$ cat config.mk
export PLATFORM = sky130hd
export DESIGN_NAME = change_payout_ctrl
export DESIGN_NICKNAME = d
export VERILOG_FILES = /design/src/rtl/change_payout_ctrl.sv
export SDC_FILE = /design/constraint.sdc
export NUM_CORES = 1
export LEC_CHECK = 0
export ABC_CLOCK_PERIOD_IN_PS = 2980
export BUFFER_PORTS_ARGS = -buffer_cell sky130_fd_sc_hd__buf_2
export CAP_MARGIN = 20
export CORE_UTILIZATION = 50
export CTS_CLUSTER_DIAMETER = 150
export DETAILED_ROUTE_END_ITERATION = 16
export GPL_ROUTABILITY_DRIVEN = 0
export PLACE_DENSITY = 0.69
export SLEW_MARGIN = 5
export SYNTH_ARGS = -nofsm -noshare
export SYNTH_HDL_FRONTEND = slang
export SYNTH_SLANG_ARGS = --single-unit
$ cat constraint.sdc
create_clock -name clk -period 2.98 [get_ports clk]
set_input_delay 0.447 -clock clk [delete_from_list [all_inputs] [get_ports clk]]
set_output_delay 0.447 -clock clk [all_outputs]
set_load 0.01 [all_outputs]
$ cat src/rtl/change_payout_ctrl.sv
// Coin change payout sequencer: greedy dispense (dollar..nickel) over a req/ack hopper handshake,
// with per-coin inventory tracking. Define PAYOUT_TIMEOUT_EN to add the hopper ack-timeout/jam handling.
module change_payout_ctrl #(
   parameter int unsigned INIT_QTY    = 20,
   parameter int unsigned REFILL_QTY  = 10,
   parameter int unsigned ACK_TIMEOUT = 1000
) (
   input  logic       clk,
   input  logic       rst_n,
   input  logic       start,
   input  logic [8:0] amount,
   output logic       busy,
   output logic       done,
   output logic [8:0] short_amt,
   output logic [5:0] coins_paid,
   output logic       coin_req,
   output logic [2:0] coin_sel,
   input  logic       coin_ack,
   input  logic       refill,
   input  logic [2:0] refill_sel,
   output logic [4:0] inv_empty,
   output logic       fault,
   output logic [1:0] dbg_state
);

   // Handshake: coin_req rises with coin_sel already stable, both hold until a cycle with
   // coin_ack=1 is sampled; coin_req then drops for at least one cycle before the next coin.
   typedef enum logic [1:0] {S_IDLE, S_SELECT, S_REQ, S_DONE} state_t;

   state_t     state_q, state_d;
   logic [8:0] remaining_q, remaining_d;
   logic [8:0] short_q, short_d;
   logic [5:0] paid_q, paid_d;
   logic [2:0] sel_q, sel_d;
   logic [7:0] inv_q [5];
   logic [7:0] inv_d [5];
   logic       pick_found;
   logic [2:0] pick_sel;
   logic       ack_hit;
   logic       timeout_hit;

   function automatic logic [8:0] coin_value(input logic [2:0] code);
      case (code)
         3'd0:    coin_value = 9'd5;
         3'd1:    coin_value = 9'd10;
         3'd2:    coin_value = 9'd25;
         3'd3:    coin_value = 9'd50;
         default: coin_value = 9'd100;
      endcase
   endfunction

   assign ack_hit = (state_q == S_REQ) && coin_ack;

`ifdef PAYOUT_TIMEOUT_EN
   logic [15:0] tmo_cnt_q;
   logic        fault_q;

   // Counter sits at zero outside REQ, so every REQ entry starts from zero.
   assign timeout_hit = (state_q == S_REQ) && !coin_ack && (tmo_cnt_q == 16'(ACK_TIMEOUT - 1));
   assign fault       = fault_q;

   always_ff @(posedge clk or negedge rst_n) begin
      if (!rst_n) begin
         tmo_cnt_q <= 16'd0;
         fault_q   <= 1'b0;
      end else begin
         tmo_cnt_q <= (state_q == S_REQ) ? tmo_cnt_q + 16'd1 : 16'd0;
         fault_q   <= fault_q | timeout_hit;
      end
   end
`else
   assign timeout_hit = 1'b0;
   assign fault       = 1'b0;
`endif

   // Ascending scan: the last qualifying coin wins, which is the largest one.
   always_comb begin
      pick_found = 1'b0;
      pick_sel   = 3'd0;
      for (int i = 0; i < 5; i++) begin
         if (inv_q[i] != 8'd0 && coin_value(3'(i)) <= remaining_q) begin
            pick_found = 1'b1;
            pick_sel   = 3'(i);
         end
      end
   end

   always_comb begin
      logic [9:0] sum;
      sum = 10'd0;
      for (int i = 0; i < 5; i++) begin
         sum = {2'b00, inv_q[i]};
         if (refill && refill_sel == 3'(i)) sum = sum + 10'(REFILL_QTY);
         if (ack_hit && sel_q == 3'(i))     sum = sum - 10'd1;
         inv_d[i] = (sum > 10'd255) ? 8'hFF : sum[7:0];
         // A jammed hopper is taken out of service regardless of a concurrent refill.
         if (timeout_hit && sel_q == 3'(i)) inv_d[i] = 8'd0;
      end
   end

   always_comb begin
      state_d     = state_q;
      remaining_d = remaining_q;
      short_d     = short_q;
      paid_d      = paid_q;
      sel_d       = sel_q;
      unique case (state_q)
         S_IDLE: begin
            if (start) begin
               remaining_d = (amount > 9'd500) ? 9'd500 : amount;
               paid_d      = 6'd0;
               state_d     = S_SELECT;
            end
         end
         S_SELECT: begin
            if (pick_found) begin
               sel_d   = pick_sel;
               state_d = S_REQ;
            end else begin
               short_d = remaining_q;
               state_d = S_DONE;
            end
         end
         S_REQ: begin
            if (coin_ack) begin
               remaining_d = remaining_q - coin_value(sel_q);
               if (paid_q != 6'd63) paid_d = paid_q + 6'd1;
               state_d = S_SELECT;
            end else if (timeout_hit) begin
               state_d = S_SELECT;
            end
         end
         S_DONE:  state_d = S_IDLE;
         default: state_d = S_IDLE;
      endcase
   end

   always_ff @(posedge clk or negedge rst_n) begin
      if (!rst_n) begin
         state_q     <= S_IDLE;
         remaining_q <= 9'd0;
         short_q     <= 9'd0;
         paid_q      <= 6'd0;
         sel_q       <= 3'd0;
         for (int i = 0; i < 5; i++) inv_q[i] <= 8'(INIT_QTY);
      end else begin
         state_q     <= state_d;
         remaining_q <= remaining_d;
         short_q     <= short_d;
         paid_q      <= paid_d;
         sel_q       <= sel_d;
         for (int i = 0; i < 5; i++) inv_q[i] <= inv_d[i];
      end
   end

   always_comb begin
      inv_empty = 5'd0;
      for (int i = 0; i < 5; i++) inv_empty[i] = (inv_q[i] == 8'd0);
   end

   assign busy       = (state_q != S_IDLE);
   assign done       = (state_q == S_DONE);
   assign coin_req   = (state_q == S_REQ);
   assign coin_sel   = sel_q;
   assign short_amt  = short_q;
   assign coins_paid = paid_q;
   assign dbg_state  = state_q;

endmodule

==> impl_metrics.toml <==
[run_status]
outcome = "completed"

[worst_setup_path]
path_cells = "or4_1, nor3_2, a31oi_1, or4_1, or2_1, mux2_4"
critical-path-slowest-cell = "or4_1"
required_ns = 3.22
start_kind = "flip-flop"
path_class = "flip-flop to flip-flop"
cpMostUsedCell = "or4_1"
slowest_delay_ns = 0.58
cp_top_family = "simple AND/OR/NAND/NOR gates"
cp_max_fo = 14
crit_buf_inv = 0
crit_arrival_ns = 3.02
cp-end-kind = "flip-flop"

[yosys]
ys_seq_area_share_pct = 34.80
yosysWarningCount = 0
syn-num-nets = 616
syn_area_um2 = 4997
syn_inst = 580
netlist_top_cells_count = "nand2_1 (77), dfrtp_1 (59), xnor2_1 (56)"
synth_edf_count = 0
syn_avg_cell_area_um2 = 8.616
synthFlopType = "dfrtp_1"
synth_cell_types = 62
yosysMostFrequentCell = "nand2_1"
synth_top_area_share_pct = 29.54
synth_top_area_cell = "dfrtp_1"
ys_ff_latch = 69
ys_async_sr_fraction_pct = 100.0
synth_area_leaders = "dfrtp_1 (30%), xnor2_1 (9.8%), nand2_1 (5.8%)"

[cts]
cts_root_buf = "clkbuf_8"
clock_latency_ns = 0.36
post_cts_resized = 0
cts_htree_levels = 3
clkSlewWorstSetupHoldPaths_ns = 0.08
cts_tree = "yes"
cts_buffer_depth = 2
hold_buffers = 0
post-cts-setup-buffer-count = 0
cts_buffers = 9
clock_sinks = 69

[run]
cap_violations = 0

[timing]
setup-tns-final_ns = 0
clock_skew_ns = 0.01063
rsz0062_at_grt = "no"
period_needed_ns = 2.780
drv_slew = 0
tightest_slew_ns = 0.6621
setup_viol = 0
relSlewSlack_pct = 55.86
period_share_pct = 93.30
max_freq_mhz = 359.7
timing.final.hold_violations = 0

[global_routing]
grt_usage_pct = 22.87
grt-ovfl-total = 0
grt_pass1_wl_um = 18620
grt_max_degree = 43
antenna_found_initial = 0
grt_pass1_vias = 3942

[place]
hpwl_um = 8399
placed_area_um2 = 5365
placement.io_buffers = 44

[floorplan]
die_h_um = 102.0
rows = 36
core_area_um2 = 9729
initial_utilization_pct = 51.36
io_pins = 46
die_width_um = 102.0
dieArea_um2 = 10400

[layout]
fin_nets = 662
antenna_cells = 0
fin_area_um2 = 5538
syn_to_final_growth_pct = 10.82
fill_cells = 926
drive_above_1_share_pct = 16.64

[power]
peakVddDrop_v = 0.0004415
cellPowerDensity_nw_per_um2 = 948.4
total_power_mw = 5.252
leakagePower_nw = 2.527

[detailed_routing]
detail_route.wl_per_cell_um = 14.75
firstDrtPassIters = 5
wirelength_um = 11270
ant_nets = 0
drt-vias-per-instance = 5.656
drc = 0
drtIter0Drc = 163
vias = 4321

[min_path]
min_path_type = "input pin to async pin"
## final timing paths
kind	startpoint	to	slack, ns	cells after the start
max reg2reg	inv_q[9]	short_amt[8]	0.20	6
max in group asynchronous	rst_n	inv_q[2]	2.14	2
min reg2reg	short_amt[6]	short_amt[6]	0.49	2
max	inv_q[9]	short_amt[8]	0.20	6
min	rst_n	inv_q[33]	0.12	1
min in group clk	coin_ack	dbg_state[1]	0.34	2
## worst register-to-register path, stage by stage, from the launching register on
cell	delay [ns]
dfrtp_1	0.43
or4_1	0.56
nor3_2	0.22
a31oi_1	0.11
or4_1	0.58
or2_1	0.41
mux2_4	0.36
## flip-flops by register name, indices dropped and copies added, names as in the netlist
signal / count
inv_q: 40
remaining_q: 9
short_amt: 9
coins_paid: 6
coin_sel: 3
dbg_state: 2
## power by group
part | switching [mW] | internal [mW]
clock network | 0.366 | 0.347
logic | 1.39 | 1.20
registers | 0.601 | 1.35
total | 2.36 | 2.90
## layout by cell type, fill, tap and decap left out, drive strengths merged, types with 8 or more instances in the layout
master  Yosys  routed
clkbuf     13      14
dfrtp      59      59
xnor2      56      56
nor2       52      52
and3        9       9
dfstp      10      10
nor3       19      19
nand2b     10      10
a31oi       8       8
inv        29      29
o21ai      28      28
and2        9       9
or4        10      10
or2         8       8
nand4      10      10
xor2       18      18
a21oi      23      23
mux2       13      13
ha         18      18
nand3      17      17
nand2      77      77
buf         6      54
## cells by family (layout without fill, tap and decap cells)
kind of cell / after synthesis / count (layout) / synth area share (%)
AND/OR/NAND/NOR: 254 / 254 / 26.74
AO/OA/AOI/OAI: 94 / 94 / 11.72
buffers and inverters: 49 / 100 / 4.381
flip-flops: 69 / 69 / 34.80
XOR/XNOR: 74 / 74 / 12.97
adder cells (fa/ha/maj): 19 / 19 / 4.907
multiplexers: 20 / 20 / 4.407
other: 1 / 1 / 0.07504
## routing by layer
| layer | track usage, % | up-vias | share of wire [%] |
|---|---|---|---|
| met1 | 30.88 | 2060 | 46 |
| met3 | 3.694 | 16 | 5.0 |
| met5 | 0 | - | 0 |
| met4 | 9.670 | 0 | 2.0 |
| met2 | 36.50 | 122 | 47 |
| li1 | - | 2123 | - |
## layout make-up
type / count / area (um^2) / share of cell area (%)
sequential: 69 / 1739 / 31.41
inverter: 30 / 112.6 / 2.033
tap: 133 / 166.4 / 3.005
clock inverter: 2 / 10.01 / 0.1808
multi-input combinational: 462 / 3039 / 54.88
timing repair buffer: 54 / 307.8 / 5.558
clock buffer: 14 / 162.7 / 2.937
## through the flow
| stage | std cells | setup WS [ns] | util, % | hold slack (ns) |
|---|---|---|---|---|
| 2_1_floorplan | 580 | 0.3154 | - | 0.1514 |
| 3_3_place_gp | 748 | 0.3160 | 55.14 | 0.4770 |
| 3_5_place_dp | 748 | 0.2486 | 55.14 | 0.4853 |
| 4_1_cts | 764 | 0.2090 | 56.92 | 0.1356 |
| 5_1_grt | 764 | 0.1076 | 56.92 | 0.1761 |
| 6_report | 764 | 0.1996 | 56.92 | 0.1182 |
No activity file was read; power rests on OpenSTA's default activity.
